### config.mk
export PLATFORM = sky130hd
export DESIGN_NAME = lsu_bus_ctrl
export DESIGN_NICKNAME = d
export VERILOG_FILES = /design/src/rtl/lsu_bus_ctrl.sv
export SDC_FILE = /design/constraint.sdc
export NUM_CORES = 1
export LEC_CHECK = 0
export CAP_MARGIN = 20
export CORE_MARGIN = 5
export CORE_UTILIZATION = 40
export DETAILED_ROUTE_END_ITERATION = 10
export HOLD_SLACK_MARGIN = 0.06
export PLACE_DENSITY_LB_ADDON = 0.12
export SLEW_MARGIN = 20
export SYNTH_ARGS = -nofsm -noshare
export SYNTH_HDL_FRONTEND = slang
export SYNTH_SLANG_ARGS = --single-unit
### constraint.sdc
create_clock -name clk -period 3.6 [get_ports clk]
set_clock_uncertainty 0.15 [all_clocks]
set_input_delay 0.36 -clock clk [delete_from_list [all_inputs] [get_ports clk]]
set_output_delay 0.36 -clock clk [all_outputs]
set_load 0.02 [all_outputs]
### src/rtl/lsu_bus_ctrl.sv
// lsu_bus_ctrl
// Load/store unit sitting behind the single-cycle datapath. It turns the
// datapath's load/store request into one transaction on a
// request/grant/rvalid data-memory bus. It also hands back an aligned,
// sign- or zero-extended load word, and freezes the datapath with stall
// while the transaction is in flight.
//
// Ports
//   clk, reset      rising-edge clock, asynchronous active-high reset
//   mem_read/write  current instruction is a load / store
//   funct3          access size and sign (LB/LH/LW/LBU/LHU, SB/SH/SW)
//   addr, wdata     byte address (ALU result) and store data (rs2)
//   read_data       extended load result, held until the next load
//   stall           hold PC and suppress reg_write this cycle
//   fault           misaligned or illegal access; no bus activity
//   bus_*           data-memory bus: req/we/addr/be/wdata out,
//                   gnt/rvalid/rdata in
module lsu_bus_ctrl #(
  parameter int ADDR_W = 32
) (
  input  logic              clk,
  input  logic              reset,
  input  logic              mem_read,
  input  logic              mem_write,
  input  logic [2:0]        funct3,
  input  logic [ADDR_W-1:0] addr,
  input  logic [31:0]       wdata,
  output logic [31:0]       read_data,
  output logic              stall,
  output logic              fault,
  output logic              bus_req,
  output logic              bus_we,
  output logic [ADDR_W-1:0] bus_addr,
  output logic [3:0]        bus_be,
  output logic [31:0]       bus_wdata,
  input  logic              bus_gnt,
  input  logic              bus_rvalid,
  input  logic [31:0]       bus_rdata
);

  typedef enum logic [1:0] {IDLE, REQ, WAIT, DONE} state_t;

  state_t      state, state_nxt;
  logic        access, illegal;
  logic        is_half, is_word;
  logic [3:0]  be_calc;
  logic [31:0] wdata_calc;
  logic [31:0] load_ext;
  logic [7:0]  byte_sel;
  logic [15:0] half_sel;
  logic [2:0]  f3_q;
  logic [1:0]  lo_q;

  assign access  = mem_read | mem_write;
  assign is_half = (funct3[1:0] == 2'b01);
  assign is_word = (funct3[1:0] == 2'b10);

  assign illegal = (mem_read & mem_write)
                 | (funct3 == 3'b011)
                 | (funct3[2:1] == 2'b11)
                 | (mem_write & funct3[2])
                 | (is_half & addr[0])
                 | (is_word & (addr[1:0] != 2'b00));

  // Byte enables and lane-replicated store data. Loads use the same enables.
  always_comb begin
    be_calc    = 4'b1111;
    wdata_calc = wdata;
    case (funct3[1:0])
      2'b00: begin
        be_calc    = 4'b0001 << addr[1:0];
        wdata_calc = {4{wdata[7:0]}};
      end
      2'b01: begin
        be_calc    = 4'b0011 << {addr[1], 1'b0};
        wdata_calc = {2{wdata[15:0]}};
      end
      default: begin
        be_calc    = 4'b1111;
        wdata_calc = wdata;
      end
    endcase
  end

  // Load extraction uses the size and low address bits latched at issue,
  // because the datapath inputs may have moved on by the time rvalid arrives.
  always_comb begin
    byte_sel = bus_rdata[7:0];
    case (lo_q)
      2'b00:   byte_sel = bus_rdata[7:0];
      2'b01:   byte_sel = bus_rdata[15:8];
      2'b10:   byte_sel = bus_rdata[23:16];
      default: byte_sel = bus_rdata[31:24];
    endcase
    half_sel = lo_q[1] ? bus_rdata[31:16] : bus_rdata[15:0];
    case (f3_q)
      3'b000:  load_ext = {{24{byte_sel[7]}}, byte_sel};
      3'b100:  load_ext = {24'b0, byte_sel};
      3'b001:  load_ext = {{16{half_sel[15]}}, half_sel};
      3'b101:  load_ext = {16'b0, half_sel};
      default: load_ext = bus_rdata;
    endcase
  end

  // Next-state and combinational outputs.
  always_comb begin
    state_nxt = state;
    stall     = 1'b0;
    fault     = 1'b0;
    bus_req   = 1'b0;
    case (state)
      IDLE: begin
        if (access && illegal) begin
          fault = 1'b1;
        end else if (access) begin
          stall     = 1'b1;
          state_nxt = REQ;
        end
      end
      REQ: begin
        bus_req = 1'b1;
        stall   = 1'b1;
        if (bus_gnt) state_nxt = bus_we ? DONE : WAIT;
      end
      WAIT: begin
        stall = 1'b1;
        if (bus_rvalid) state_nxt = DONE;
      end
      DONE: state_nxt = IDLE;
      default: state_nxt = IDLE;
    endcase
  end

  // State register plus the latched bus fields. The bus fields are cleared
  // on the way into DONE, so they read as zero in DONE and IDLE.
  always_ff @(posedge clk or posedge reset) begin
    if (reset) begin
      state     <= IDLE;
      read_data <= 32'b0;
      bus_we    <= 1'b0;
      bus_addr  <= '0;
      bus_be    <= 4'b0;
      bus_wdata <= 32'b0;
      f3_q      <= 3'b0;
      lo_q      <= 2'b0;
    end else begin
      state <= state_nxt;
      case (state)
        IDLE: begin
          if (access && !illegal) begin
            bus_we    <= mem_write;
            bus_addr  <= {addr[ADDR_W-1:2], 2'b00};
            bus_be    <= be_calc;
            bus_wdata <= wdata_calc;
            f3_q      <= funct3;
            lo_q      <= addr[1:0];
          end
        end
        REQ: begin
          if (bus_gnt && bus_we) begin
            bus_we    <= 1'b0;
            bus_addr  <= '0;
            bus_be    <= 4'b0;
            bus_wdata <= 32'b0;
          end
        end
        WAIT: begin
          if (bus_rvalid) begin
            read_data <= load_ext;
            bus_we    <= 1'b0;
            bus_addr  <= '0;
            bus_be    <= 4'b0;
            bus_wdata <= 32'b0;
          end
        end
        default: ;
      endcase
    end
  end

endmodule

# [Word-level counts from Yosys, hierarchy flattened]
# Cells that the tools add are included.
# Widths: inputs -> output; s select.
[classes] n_addsub=0 mul=0 n_div=0 n_lt_le_gt_ge=0 n_eq_ne=18 shift=2 mux=31 n_bitwise=10 n_reduce_logical=15
[ops] op="$pmux 32 s3" n=2
[ops] op="$mux 32" n=4
[ops] op="$pmux 32 s4" n=1
[ops] op="$pmux 32 s2" n=1
[ops] op="$pmux 8 s3" n=1
[ops] op="$mux 16" n=1
[ops] op="$mux 4" n=3
[ops] op="$ne 2x2->1 const B" n=6
[ops] op="$pmux 4 s3" n=1
[ops] op="$eq 2x2->1 const B" n=5
[ops] op="$mux 1" n=9
[ops] op="$mux 2" n=4
[ops] op="$pmux 2 s4" n=1
[ops] op="$pmux 4 s2" n=1
[ops] op="$reduce_and 4->1" n=2
[ops] op="$eq 2x1->1 const B" n=3
[ops] op="$eq 3x3->1 const B" n=2
[ops] op="$logic_not 2->1" n=3
[ops] op="$or 1x1->1" n=6
[ops] op="$and 1x1->1" n=4
[ops] op="$reduce_and 2->1" n=2
[ops] op="$shl 1x2->4 const A" n=1
[ops] op="$shl 2x2->4 const A" n=1
[ops] op="$eq 3x1->1 const B" n=1
[ops] op="9 further kinds" n=11
[word_totals] regBits=108 latch_bits=0 ram_bits=0 mem_bits_ro=0 in_bits=105 out_inout_bits=104 elab_cells=84 mem_count=0

# [Depth between registers and ports, before layout]
[depth] ltp_word=10 depth_mapped=8 depth_no_buf=6

# [Worst setup path after synthesis]
# Ideal clock, no wire load.
[synth_timing] path_type="input port to flip-flop" from="input addr[1]" to="register bus_we" setup_time_ns=0.128 arrival_ns=1.842 required_ns=3.322 setup_slack_ns=1.480 path_stages=6 n_path_buf=2 path_cell_list="o31ai_1 > a41oi_1 > a2111o_1 > buf_6 > buf_6 > mux2_1"
[synth_via] elab_chain_cells=7
[synth_lines] item="start: declaration" line_no="26" text="input logic [ADDR_W-1:0] addr,"
[synth_lines] item="$reduce_bool 2->1" line_no="63" text="| (is_word & (addr[1:0] != 2'b00));"
[synth_lines] item="$and 1x1->1" line_no="63"
[synth_lines] item="$or 1x1->1" line_no="63"
[synth_lines] item="$logic_not 1->1" line_no="150" text="if (access && !illegal) begin"
[synth_lines] item="$logic_and 1x1->1" line_no="150"
[synth_lines] item="$ne 2x2->1 (no source line)"
[synth_lines] item="$reduce_and 4->1 (no source line)"
[synth_lines] item="end signal: assignment" line_no="151" text="bus_we <= mem_write;"
[synth_lines] item="end: declaration" line_no="32" text="output logic bus_we,"
# Every way passes these cells.
# A chain may end at the register's enable or synchronous reset.

# [Worst setup path in the final report]
[layout_timing] from="input funct3[2]" to="output stall"
[layout_via] elab_chain_cells=9 elab_cells_between_ends=11 cone_classes="2 x eq/ne; 2 x mux; 6 x bitwise; 1 x reduce/logical"
[layout_lines] item="start: declaration" line_no="25" text="input logic [2:0] funct3,"
[layout_lines] item="$eq 3x2->1" line_no="59" text="| (funct3 == 3'b011)"
[layout_lines] item="$or 1x1->1" line_no="59"
[layout_lines] item="$or 1x1->1" line_no="60" text="| (funct3[2:1] == 2'b11)"
[layout_lines] item="$or 1x1->1 *" line_no="61" text="| (mem_write & funct3[2])"
[layout_lines] item="$or 1x1->1 *" line_no="62" text="| (is_half & addr[0])"
[layout_lines] item="$or 1x1->1 *" line_no="63"
[layout_lines] item="$logic_and 1x1->1 *" line_no="113" text="if (access && illegal) begin"
[layout_lines] item="$mux 1 *" line_no="113"
[layout_lines] item="$pmux 1 s2 *" line_no="111" text="case (state)"
[layout_lines] item="end: declaration" line_no="29" text="output logic stall,"
# Mark *: on every way between the ends. The rest lies on a longest branch, timed or not.

==> results.yml <==
layout:
  final_layout_size_suffix_gt1_frac: 0.173
  final_common_cell: "clkdlybuf4s50_1"
  finish.utilization: 0.584
  num-fill-cells: 1220
  antenna_cells: 0
  final_area_sq_mm: 0.00802
  area_growth_pct: 45.1
  layout_common_cells: "206 x clkdlybuf4s50_1, 106 x dfrtp_1, 61 x nand2_1, 60 x mux2_2, 41 x nor2b_1"
  final_nets: 810
critical_path:
  rr_worst_depth: 7
  rr_startpoint: "state[0]"
  crit_path_start_kind: "primary input"
  r2r_setup_slack_ps: 830
  path_class: "primary input to output port"
  rr_endpoint: "bus_wdata[17]"
  worst_ep_arrival_time_ps: 2530
  crit_fanout: 6
  required_ps: 3090
  end_kind: "output port"
synth:
  yosysSeqAreaShare: 0.480
  synth.area.top_cells: "dfrtp_1 48%, mux2_2 12%, mux2_4 7.6%"
  synth_area_sq_mm: 0.00553
  synth_area_leader_cell: "dfrtp_1"
  yosys_register_bits: 106
  synth_cell_types: 41
  synthArstFlopShare: 1.00
  syn-mean-instance-area_sq_um: 10.9
  synth-warning-count: 0
  synth_edf_count: 0
  syn_inst: 508
  yosys.area.top_type_share: 0.480
  synth_flop_cell: "dfrtp_1"
global_route:
  grt_pass1_vias: 4694
  grt_usage: 0.197
  overflow: 0
  grt_max_degree: 82
  antenna_found_initial: 0
  grt_pass1_wl_um: 25300
clock_tree:
  cts.clk_slew.worst_paths_ps: 70
  clock-root-buffer: "clkbuf_16"
  clkLatencyLatePin_ps: 350
  numCtsBuffers: 9
  cts_buffer_depth: 2
  ctsResizeCount: 0
  clkSinkCount: 106
  cts_tree: "built"
  post-cts-setup-buffer-count: 0
  cts_hold_buffers: 0
  h-tree-depth: 3
routing:
  route.vias.total: 4538
  drc: 0
  drtAntennaViolNets: 0
  drt-initial-drc-count: 281
  routed_via_density: 5.13
  wire_per_inst_um: 18.0
  routed_wl_um: 16000
  first_pass_iters: 4
worst_hold_path:
  whs_path_depth: 2
  hold_class: "flip-flop to flip-flop"
  worstHoldStart: "read_data[28]"
  whs_endpoint: "read_data[28]"
placement:
  portBuffers: 206
  place_congestion: 0.856
  place_area_sq_mm: 0.00772
  hpwl_um: 11700
outcome:
  outcome: "completed"
pwr:
  internal-power_mw: 4.43
  swShare: 0.392
  p_leak_nw: 3.49
  power_frac_clock: 0.136
  ir_drop_uv: 549
  p_per_area_mw_per_mm2: 909
  power_switching_mw: 2.86
  seqPwrFrac: 0.283
  pwr-share-comb: 0.580
timing:
  slew_violations: 0
  max_freq_mhz: 329
  timing.final.crit_share: 0.845
  fin_tns_setup_ps: 0
  slew_headroom: 0.313
  worst_slew_pin_slew_ps: 1030
  period_needed_ps: 3040
  setup_violations: 0
  rsz0062_at_grt: "false"
  hold_viol: 0
floorplanning:
  coreArea_sq_mm: 0.0137
  rows: 43
  die-area_sq_mm: 0.0163
  die_x_um: 128
  die_h_um: 128
  initial_utilization: 0.403
  io-pin-count: 209
flow_run:
  drv_cap: 0
-- metrics by stage --
stage / setup WS (ps) / total power, mW / cells / hold WS, ps
finish: 558 / 7.28 / 885 / 340
global route: 473 / 7.75 / 885 / 365
CTS: 563 / 7.37 / 885 / 349
detailed placement: 502 / 6.35 / 869 / 333
global placement: 580 / 6.24 / 869 / 329
floorplan: 301 / 4.83 / 509 / 354
-- how the worst max path moves through the flow --
stage / from / endpoint / slack [ps] / depth (start not counted)
2_1_floorplan: reset / bus_addr[10] / 300 / 1
3_3_place_gp: mem_read / bus_wdata[17] / 580 / 6
3_5_place_dp: mem_write / bus_wdata[11] / 500 / 6
4_1_cts: addr[1] / stall / 560 / 6
5_1_grt: addr[1] / stall / 470 / 6
6_report: funct3[2] / stall / 560 / 6
-- cell families after synthesis --
logic type                 synth area share
adders and majority gates            0.0113
and+or+nand+nor                       0.168
DFF                                   0.480
AOI/OAI and AO/OA                    0.0788
muxes                                 0.225
other                              0.000679
buffers and inverters                0.0364
-- worst max-delay path, stage by stage --
cell and delay [ps]:
clkdlybuf4s50_1 480, o31ai_1 350, and3_1 220, nand3_1 250
a21oi_1 240, clkdlybuf4s50_1 640
-- metal layers --
| metal | wire length (um) | up-vias | share of wire | global-route usage |
|---|---|---|---|---|
| li1 | - | 2154 | - | - |
| met1 | 6860 | 2193 | 0.43 | 0.258 |
| met2 | 7440 | 169 | 0.47 | 0.308 |
| met3 | 1290 | 22 | 0.081 | 0.0589 |
| met4 | 386 | 0 | 0.024 | 0.0732 |
| met5 | 0 | - | 0 | 0 |
-- area by class of cell --
cell class / instances / area [sq um] / share of cell area
Inverter: 7 / 31.3 / 0.00390
Sequential cell: 106 / 2650 / 0.331
Multi-Input combinational cell: 361 / 2680 / 0.334
Clock inverter: 4 / 51.3 / 0.00640
Tap cell: 180 / 225 / 0.0281
Clock buffer: 12 / 246 / 0.0307
Timing Repair Buffer: 215 / 2130 / 0.266
-- Yosys cell counts, types with 3 or more instances --
library cell  number
dfrtp_1          106
nand2_1           61
mux2_2            60
nor2b_1           41
nand3_1           35
a21oi_1           29
mux2_4            28
clkbuf_1          23
nor2_1            18
o21ai_0           16
mux2i_1           10
nand3b_1           9
a211oi_1           7
inv_1              6
nor3_1             6
and3b_1            5
buf_2              5
ha_1               5
o221a_2            5
buf_6              4
nor3b_1            3
-- flip-flops by register name, indices dropped and copies added (netlist names) --
register	count
bus_wdata	32
read_data	32
bus_addr	30
bus_be	4
f3_q	3
lo_q	2
state	2
bus_we	1
-- power groups by stage --
stage | sequential, mW | clock [mW] | combinational [mW]
after floorplan | 2.55 | 0 | 2.28
after global placement | 2.06 | 0 | 4.18
after detailed placement | 2.09 | 0 | 4.27
after CTS | 2.07 | 1.02 | 4.28
after global routing | 2.14 | 1.07 | 4.54
final | 2.06 | 0.993 | 4.23
(Power assumes the default switching activity.)
==> variant 1: new RTL, same settings <==
Change the parameter `ADDR_W` from 32 to 40.
--- a/src/rtl/lsu_bus_ctrl.sv
+++ b/src/rtl/lsu_bus_ctrl.sv
@@ -16,7 +16,7 @@
 //   bus_*           data-memory bus: req/we/addr/be/wdata out,
 //                   gnt/rvalid/rdata in
 module lsu_bus_ctrl #(
-  parameter int ADDR_W = 32
+  parameter int ADDR_W = 40
 ) (
   input  logic              clk,
   input  logic              reset,
Interface: changed (resized addr and bus_addr); port bits go from 209 to 225. No check against the original RTL was run, so the function may have changed too.
==> variant 1 against the unedited design <==
- cell area grew 5.2%
- sequential cell count up 8
- synthesized area decreased by 1.4%
- wire length increased by 8.0%
- worst setup slack improved by 21 ps
- maximum frequency up 0.70%
- largest power group unchanged
- die area fell by 1.3%
- total power up 7.2%
==> variant 1: results (changes against the unedited design) <==
Global routing
  • M3 GR Usage: 8.70% (+2.8 points)
  • Met2 Use GR: 34.8% (+4.0 points)
  • Largest net degree at the start of global routing: 111 (+35%)
  • Vias in the first global route: 5323 (+13%)
  • M1 GR Usage: 26.6% (+0.83 points)
  • Initial antenna violation count: 0 (unchanged)
  • Tot GR Track Use: 21.7% (+2.1 points)
  • First-pass GRT wire length: 27800 um (+9.8%)

Route
  • DRT met1 WL: 7010 um (+2.2%)
  • Via density: 5.17 (+0.88%)
  • Routed length per placed instance: 17.3 um (-3.9%)
  • DR pass1 iterations: 5 (+1)
  • Drt first-iter violations: 301 (+7.1%)
  • Metal2 WL: 8220 um (+11%)

Place
  • Post-Place Cell Area: 7800 um^2 (+1.1%)
  • Hpwl dp: 12600 um (+7.4%)
  • GP Congestion: 0.833 (-2.7%)
  • Total placed cells including tap cells: 962 (+11%)
  • Pre-CTS WS: 514 ps (+11.8 ps)
  • Port bufs: 222 (+7.8%)

Status
  • Status: finished clean

Worst setup path
  • Crit path max-delay cell type: clkdlybuf4s50_1
  • Max incr delay on CP: 670 ps (+30 ps)
  • Data arrival time of the critical path: 2510 ps (-20 ps)

Power
  • Tot Pwr: 7.81 mW (+7.2%)
  • Worst VDD drop: 0.646 mV (+18%)
  • Power share of the clock group: 22.7% (+9.1 points)
  • P_sw: 3.19 mW (+12%)

Layout
  • Leading registers by flop count: bus_addr x38, bus_wdata x32, read_data x32
  • Layout cell share with drive strength beyond 1: 8.07% (-9.2 points)
  • Non-filler cells, final: 994 (+12%)
  • Fillers: 1159 (-5.0%)

Synth
  • Ranking of synthesized cells by area: dfrtp_1 52%, nand2_1 11%, o21ai_0 6.2%, mux2i_1 4.8%, o31ai_1 3.4%
  • Adder-cell share of the synthesized area: 1.15% (+0.017 points)
  • Post-synthesis compound-gate area fraction: 15.1% (+7.2 points)
  • Synth Instances: 598 (+18%)
  • Sequential area share after synthesis: 52.4% (+4.4 points)
  • Multiplexer share of the synthesized area: 8.29% (-14 points)

Timing
  • Worst-Margin Slew: 918 ps (-112 ps)

CTS
  • CTS buffer count: 17 (+8)
  • H-tree levels: 4 (+1)

Worst hold path
  • Worst hold-check path type: in2async
==> variant 1: changes by cell type after synthesis, moves of 5 or more <==
cell | unedited run | this run
mux2_4 | 28 | 0
clkbuf_1 | 23 | 41
o21ai_0 | 16 | 67
nand2_1 | 61 | 163
o221a_2 | 5 | 0
nor2b_1 | 41 | 2
o22ai_1 | 0 | 5
a21oi_1 | 29 | 20
o31ai_1 | 1 | 25
dfrtp_1 | 106 | 114
mux2_2 | 60 | 15
mux2i_1 | 10 | 26
==> variant 1: cell type report <==
| class | instances | area, um^2 | area share, % |
|---|---|---|---|
| Inverter | 7 | 28.8 | 0.341 |
| Timing Repair Buffer | 237 | 2330 | 27.7 |
| Clock inverter | 11 | 158 | 1.87 |
| Multi-Input combinational cell | 428 | 2370 | 28.1 |
| Clock buffer | 21 | 470 | 5.58 |
| Tap cell | 176 | 220 | 2.61 |
| Sequential cell | 114 | 2850 | 33.8 |
==> variant 1: final timing paths <==
path	from	to	slack (ps)	cells after the start
setup / recovery	addr[1]	stall	580	7
hold / removal	reset	read_data[23]$_DFFE_PP0P_	280	2
setup reg to reg	state[1]$_DFFE_PP0P_	bus_addr[6]$_DFFE_PP0P_	1010	6
hold reg to reg	bus_wdata[10]$_DFFE_PP0P_	bus_wdata[10]$_DFFE_PP0P_	330	2
max in group asynchronous	reset	read_data[26]$_DFFE_PP0P_	2260	3
min in group clk	bus_wdata[10]$_DFFE_PP0P_	bus_wdata[10]$_DFFE_PP0P_	330	2
==> variant 1: kinds of logic (layout without fill, tap and decap cells) <==
logic type / after synthesis / count (layout)
multiplexers: 42 / 42
flip-flops: 114 / 114
other: 1 / 2
buffers and inverters: 57 / 276
adder cells (fa/ha/maj): 5 / 5
AND/OR/NAND/NOR: 241 / 241
AO/OA/AOI/OAI: 138 / 138
==> variant 2: new RTL, config.mk and constraints unchanged <==
Made on the original files. The 4 states of `state_t` get a one-hot encoding in 4 bits.
--- a/src/rtl/lsu_bus_ctrl.sv
+++ b/src/rtl/lsu_bus_ctrl.sv
@@ -38,7 +38,7 @@
   input  logic [31:0]       bus_rdata
 );
 
-  typedef enum logic [1:0] {IDLE, REQ, WAIT, DONE} state_t;
+  typedef enum logic [3:0] {IDLE = 4'b0001, REQ = 4'b0010, WAIT = 4'b0100, DONE = 4'b1000} state_t;
 
   state_t      state, state_nxt;
   logic        access, illegal;
Formal check against the unedited RTL: no difference found for any inputs over 4 cycles, from zero or initial values and one cycle with reset high; so few cycles prove little.
==> variant 2 against the unedited design <==
- sequential share of layout area is 0.86 points higher
- die area is 1.8% lower
- cell area is 0.66% lower
- sequential cell count is 2 higher
- clock power is 11% higher
- register-to-register slack better by 450 ps
- highest routed layer unchanged
- worst setup slack better by 130 ps
- largest cell class is now registers
- total power is 31% lower
- synthesized area is 1.9% lower
- largest power group unchanged
- wire length is 4.6% lower
- non-clock buffer count is 1 higher
- core utilization is 1.7 points higher
- critical path depth is 2 lower
- via count is 3.0% higher
==> variant 2: results (changes against the unedited design) <==
Status
  • Status: finished clean

Route
  • Routed length per placed instance: 16.1 um (-11%)
  • Drt first-iter violations: 289 (+2.8%)
  • Metal3 WL: 1450 um (+12%)
  • Metal2 WL: 7000 um (-5.9%)
  • DRT met1 WL: 6570 um (-4.2%)
  • DR vias: 4672 (+3.0%)

Worst hold path
  • Worst hold-check path type: in2async

Power
  • Worst VDD drop: 0.369 mV (-33%)
  • Internal: 3.23 mW (-27%)

Worst setup path
  • Max incr delay on CP: 660 ps (+20 ps)
  • Crit path max fanout: 4 (-2)

Place
  • Post-Place Cell Area: 7640 um^2 (-1.0%)
  • Hpwl dp: 11300 um (-3.9%)
  • GP Congestion: 0.849 (-0.85%)
  • Pre-CTS WS: 811 ps (+310 ps)
  • Total placed cells including tap cells: 930 (+7.0%)

Synth
  • Ranking of synthesized cells by area: dfrtp_1 49%, mux2i_1 9.0%, mux2_1 5.8%, nand2_1 5.5%, inv_1 4.8%
  • Mean area per synthesized cell: 9.45 um^2 (-13%)
  • Synth cell types: 43 (+4.9%)
  • Sequential area share after synthesis: 49.9% (+1.9 points)

Timing
  • Rel. slew slack: 35.0% (+3.6 points)

Global routing
  • Met2 Use GR: 29.8% (-1.1 points)
  • Tot GR Track Use: 19.1% (-0.61 points)
  • M1 GR Usage: 24.8% (-0.94 points)
  • Largest net degree at the start of global routing: 61 (-26%)
  • First-pass GRT wire length: 25000 um (-1.3%)

Layout
  • Layout cell share with drive strength beyond 1: 5.19% (-12 points)
  • Fillers: 1182 (-3.1%)
  • Final #Nets: 870 (+7.4%)
==> variant 2: kinds of logic after synthesis <==
| logic type | Yosys count | synth area share (%) |
|---|---|---|
| AOI/OAI and AO/OA | 120 | 13.1 |
| buffers and inverters | 107 | 8.40 |
| DFF | 108 | 49.9 |
| muxes | 85 | 16.7 |
| other | 1 | 0.0692 |
| and+or+nand+nor | 153 | 11.8 |
==> variant 2: worst paths after layout <==
| kind | startpoint | end | slack, ps | cells after the start |
|---|---|---|---|---|
| max in group asynchronous | reset | state[0]$_DFFE_PP1P_ | 2200 | 3 |
| worst max-delay path | state[0]$_DFFE_PP1P_ | stall | 680 | 4 |
| worst min register to register | read_data[15]$_DFFE_PP0P_ | read_data[15]$_DFFE_PP0P_ | 330 | 1 |
| worst max register to register | state[1]$_DFFE_PP0P_ | bus_wdata[10]$_DFFE_PP0P_ | 1280 | 5 |
| min in group clk | read_data[15]$_DFFE_PP0P_ | read_data[15]$_DFFE_PP0P_ | 330 | 1 |
| worst min-delay path | reset | bus_addr[19]$_DFFE_PP0P_ | 290 | 2 |
==> variant 2: layout make-up <==
| cell class | count | area (um^2) | share of cell area (%) |
|---|---|---|---|
| sequential | 108 | 2700 | 34.0 |
| tap | 176 | 220 | 2.77 |
| multi-input combinational | 360 | 2280 | 28.7 |
| clock inverter | 5 | 85.1 | 1.07 |
| inverter | 70 | 265 | 3.33 |
| clock buffer | 11 | 243 | 3.05 |
| timing repair buffer | 216 | 2160 | 27.1 |
==> variant 2: stage by stage <==
stage	utilization, %	power, mW
CTS	60.1	5.06
global route	60.1	5.31
floorplan	-	2.93
global placement	57.7	3.90
finish	60.1	5.01
detailed placement	57.7	3.95
